===== src/rtl/siso_pkg.sv =====
// Shared constants and stage-control codes for the siso shift-register family.
// The control code is decoded once at the top and broadcast to every stage.
package siso_pkg;

  localparam int SISO_DEFAULT_WIDTH = 6;
  localparam int SISO_MIN_WIDTH     = 2;
  localparam int SISO_MAX_WIDTH     = 64;

  typedef enum logic [1:0] {
    CTL_SHIFT = 2'b00,
    CTL_CLEAR = 2'b01,
    CTL_SET   = 2'b10
  } siso_ctl_e;

  // Clear wins over set when both active-low controls are asserted together.
  function automatic siso_ctl_e decode_ctl(input logic reset_n, input logic preset_n);
    siso_ctl_e ctl;
    if (!reset_n) begin
      ctl = CTL_CLEAR;
    end else if (!preset_n) begin
      ctl = CTL_SET;
    end else begin
      ctl = CTL_SHIFT;
    end
    return ctl;
  endfunction

endpackage


===== src/rtl/siso_stage.sv =====
// One shift-register flop: synchronous clear, synchronous set, else load the
// serial input from the previous stage.
module siso_stage
  import siso_pkg::*;
(
  input  logic       clk,
  input  logic [1:0] ctl,
  input  logic       din,
  output logic       dout
);

  logic bit_reg;

  always_ff @(posedge clk) begin
    case (ctl)
      CTL_CLEAR: bit_reg <= 1'b0;
      CTL_SET:   bit_reg <= 1'b1;
      default:   bit_reg <= din;
    endcase
  end

  assign dout = bit_reg;

endmodule


===== src/rtl/siso_6bit.sv =====
// Serial-in serial-out delay line of WIDTH stages with sync active-low clear/preset.
// Define SISO_PAR_OUT_EN to expose every stage on q_par.
module siso_6bit
  import siso_pkg::*;
#(
  parameter int WIDTH = SISO_DEFAULT_WIDTH
) (
  input  logic             clk,
  input  logic             reset,
  input  logic             preset,
  input  logic             d,
  output logic             q
`ifdef SISO_PAR_OUT_EN
  ,
  output logic [WIDTH-1:0] q_par
`endif
);

  siso_ctl_e        ctl_next;
  logic [1:0]       ctl_bus;
  logic [WIDTH-1:0] stage;
  logic [WIDTH-1:0] stage_in;

  always_comb begin
    ctl_next = decode_ctl(reset, preset);
  end

  assign ctl_bus = ctl_next;

  // stage[0] takes d; every later stage takes its predecessor.
  assign stage_in[0] = d;

  genvar gi;
  generate
    for (gi = 1; gi < WIDTH; gi++) begin : g_chain
      assign stage_in[gi] = stage[gi-1];
    end

    for (gi = 0; gi < WIDTH; gi++) begin : g_stage
      siso_stage u_stage (
        .clk  (clk),
        .ctl  (ctl_bus),
        .din  (stage_in[gi]),
        .dout (stage[gi])
      );
    end
  endgenerate

  assign q = stage[WIDTH-1];

`ifdef SISO_PAR_OUT_EN
  assign q_par = stage;
`endif

endmodule


===== config.mk =====
export PLATFORM = sky130hd
export DESIGN_NAME = siso_6bit
export DESIGN_NICKNAME = d
export VERILOG_FILES = /design/src/rtl/siso_pkg.sv /design/src/rtl/siso_stage.sv /design/src/rtl/siso_6bit.sv
export SDC_FILE = /design/constraint.sdc
export NUM_CORES = 1
export LEC_CHECK = 0
export CAP_MARGIN = 5
export CELL_PAD_IN_SITES_DETAIL_PLACEMENT = 1
export CELL_PAD_IN_SITES_GLOBAL_PLACEMENT = 1
export CORE_AREA = 3 3 40 42
export DETAILED_ROUTE_END_ITERATION = 6
export DIE_AREA = 0 0 43 45
export PLACE_DENSITY = 0.39
export SYNTH_ARGS = -nofsm -noshare
export SYNTH_HDL_FRONTEND = slang
export SYNTH_SLANG_ARGS = --single-unit
export TNS_END_PERCENT = 30

===== constraint.sdc =====
create_clock -name clk -period 0.95 [get_ports clk]
set_input_delay 0.19 -clock clk [delete_from_list [all_inputs] [get_ports clk]]
set_output_delay 0.19 -clock clk [all_outputs]
set_load 0.01 [all_outputs]

---- After elaboration in Yosys (flattened, before gate mapping) ----
Index checks and enable logic that the tools add are counted.
W data, S select, Z words.
word-level totals
  bits in registers ....................... 6
  input bits .............................. 4
  output and inout bits ................... 1
  logic and storage cells ................. 16
cells by class
  equality and inequality tests ........... 2
  mux-type cells .......................... 8
operators with widths
  operator              number
  $pmux W1 S2           6
  $mux W2               2
  $eq A2 B1 Y1 const B  1
  $eq A2 B2 Y1 const B  1

---- Depth between registers and ports, before layout ----
  depth in word-level cells ............... 4
  gate-level depth with buffers ........... 2

---- By module ----
A second synthesis with hierarchy kept.
unflattened totals
  cells, all modules ...................... 26
  area total of the unflattened synthesis .. 325.3 µm²
by module, submodules not included
  module      times used  cells each  area each (µm²)  seq. area each (µm²)
  siso_stage  6           4           51.3             20.0
  siso_6bit   1           2           17.5             0.0

---- Worst setup path after synthesis ----
OpenSTA, ideal clock, no wires.
  path type ............................... reg2out
  start ................................... register g_stage[5].u_stage.bit_reg
  end ..................................... output q
  arrival ................................. 0.331 ns
  data required time ...................... 0.760 ns
  slack ................................... 0.429 ns
  cell stages (with the launch flop) ...... 1
  path through ............................ dfxtp_1
RTL lines
  element                 RTL line          RTL
  start, declared         siso_stage.sv:12  logic bit_reg;
  start signal, assigned  siso_stage.sv:18  default: bit_reg <= din;
  end, declared           siso_6bit.sv:12   output logic q
No word-level cell between the ends.

---- Final worst setup path ----
  start ................................... register g_stage[5].u_stage.bit_reg
  end ..................................... output q
No word-level cell between the ends.

==> flow_summary.toml <==
[logic_synthesis]
synth_edf_count = 0
synth_area_sq_um = 191
ys_ff_latch = 6
synth_seq_area_share_pct = 62.7
netlist.area_leader.share_pct = 62.7
avgSynthCellArea_sq_um = 10.6
yosys_warnings = 0
synth_top_area_cell = "dfxtp_1"
synth.area.top_cells = "dfxtp_1 63%, a21boi_1 20%, inv_1 12%"
syn_inst = 18
syn_nets = 22
synthTopCellsByCount = "6 x dfxtp_1, 6 x inv_1, 5 x a21boi_1, 1 x a21boi_2"
synthArstFlopShare_pct = 0
synth_cell_type_count = 4
ys.flop_type = "dfxtp_1"

[routing]
dr.pass1.iters = 1
drtIter0Drc = 0
wl_per_cell_um = 7.95
vias = 139
wl_met3_um = 44
drt-total-wl_um = 318
drt-met1-wl_um = 129
top_layer_used = "met4"
dr_wl_met2_um = 129
drc = 0
drtAntennaViolNets = 0
vias_per_cell = 3.48

[cts]
worstSkewPairLatency_ps = 240
numCtsBuffers = 3
cts.sinks = 6
tritoncts = "yes"
root_buffer = "clkbuf_4"
clock_path_buffers = 2
cts.hold.buffers_added = 0
clkSlewWorstSetupHoldPaths_ps = 50
cts_htree_levels = 1

[worst_hold_path]
hp-class = "register to register"

[power_and_ir_drop]
p_total_mw = 0.556
p_clk_share_pct = 43.0
p_int_mw = 0.438
power_switching_share_pct = 21.2
seqPwrFrac_pct = 49.4
ir_drop_uv = 436
p_leak_nw = 0.123
switchingPower_mw = 0.118
combPwrFrac_pct = 7.6
p_per_area_mw_per_mm2 = 2080

[setup_path]
crit_chain = "buf_2"
critPathMaxStageDelay_ps = 290
crit_path_end_kind = "output port"
regToRegSetupSlack_ps = 380
worstPathArrival_ps = 660
cp.required_ps = 760
criticalPathCategory = "register to output port"
cp_max_fo = 1
start_kind = "register"
cp_slowest_cell = "dfxtp_1"
path_delay_family = "flip-flops"
cp_num_buf_inv = 1

[sta]
finalHoldViolCount = 0
setup_violations = 0
max_freq_mhz = 1180
rsz0062_at_grt = "false"
skew_ps = 0.254
tightest_slew_ps = 222
slew_violations = 0
worst_hold_slack_ps = 429
period_share_pct = 89.4
min_period_ps = 849
slew_headroom_pct = 85.2

[floorplan]
core_area_sq_mm = 0.00128
rows = 13
ios = 5
initial_utilization_pct = 14.9
die_w_um = 43
die_area_sq_mm = 0.00194
die_h_um = 45

[outcome]
status = "finished, final reports clean"

[layout]
area_growth_pct = 39.9
n_antenna_cell = 0
nNetsFinal = 31
largest_reg_flops = 6
ff_latch_area_sq_um = 120
drive_gt1_share_pct = 20.0
nFillCells = 152
multi_input_area_sq_um = 48.8
final_area_sq_um = 268

[placed_design]
dp_hpwl_um = 230
gp_congestion = 0.639
placedInstanceArea_sq_um = 250
numPortBuffers = 4

[job]
drv_cap = 0

[global_route]
grt-ovfl-total = 0
antenna_found_initial = 0
grt_util_all_layers_pct = 4.84
grt_pass1_vias = 148
grt_max_degree = 7
grt_pass1_wl_um = 565
what timing repair did:
action | 4_1_cts | 5_1_grt
setup endpoints to repair | 1 | 0
buffers inserted | 0 | 0
resized for setup | 4 | 0
layer usage:
| layer | track usage, % | up-vias |
|---|---|---|
| met5 | 0 | - |
| met4 | 7.23 | 0 |
| met3 | 4.38 | 4 |
| met2 | 5.99 | 8 |
| met1 | 3.63 | 59 |
| li1 | - | 68 |
layout by cell type, fill, tap and decap left out, drive strengths merged:
| cell type | instances |
|---|---|
| inv | 6 |
| dfxtp | 6 |
| a21boi | 6 |
| clkbuf | 3 |
| clkdlybuf4s50 | 3 |
| buf | 1 |
power by group through the flow:
| stage | Sequential, mW | Combinational (mW) | Clock, mW |
|---|---|---|---|
| after floorplan | 0.280 | 0.0181 | 0 |
| after global placement | 0.279 | 0.0456 | 0 |
| after detailed placement | 0.279 | 0.0459 | 0 |
| after CTS | 0.275 | 0.0435 | 0.246 |
| after global routing | 0.275 | 0.0481 | 0.261 |
| final | 0.274 | 0.0423 | 0.239 |
per-stage QoR:
stage | worst slack, ps | utilization (%) | cells | TNS (ps)
finish | 101 | 20.8 | 40 | 0
global route | 77.9 | 20.8 | 40 | 0
CTS | 90.1 | 20.8 | 40 | 0
detailed placement | -67.7 | 19.5 | 37 | -390
global placement | -54.2 | 19.5 | 37 | -304
floorplan | 429 | - | 18 | 0
final cells by class:
| type | instances | share of cell area [%] |
|---|---|---|
| timing repair buffer | 4 | 13.1 |
| clock buffer | 3 | 8.41 |
| sequential | 6 | 44.9 |
| inverter | 6 | 8.41 |
| multi-input combinational | 6 | 18.2 |
| tap | 15 | 7.01 |
cell families (layout without fill, tap and decap cells):
logic type	count (synthesis)	after routing	share of synthesized area [%]
buffers and inverters	6	13	11.8
AOI/OAI and AO/OA	6	6	25.5
DFF	6	6	62.7
final timing paths:
| kind | cells after the start | from | to |
|---|---|---|---|
| worst max-delay path | 1 | g_stage[5].u_stage.dout | q |
| worst min-delay path | 2 | g_stage[3].u_stage.dout | g_stage[4].u_stage.dout |
| worst max register to register | 2 | g_stage[0].u_stage.dout | g_stage[1].u_stage.dout |
| worst min register to register | 2 | g_stage[3].u_stage.dout | g_stage[4].u_stage.dout |
(Power assumes the default switching activity.)
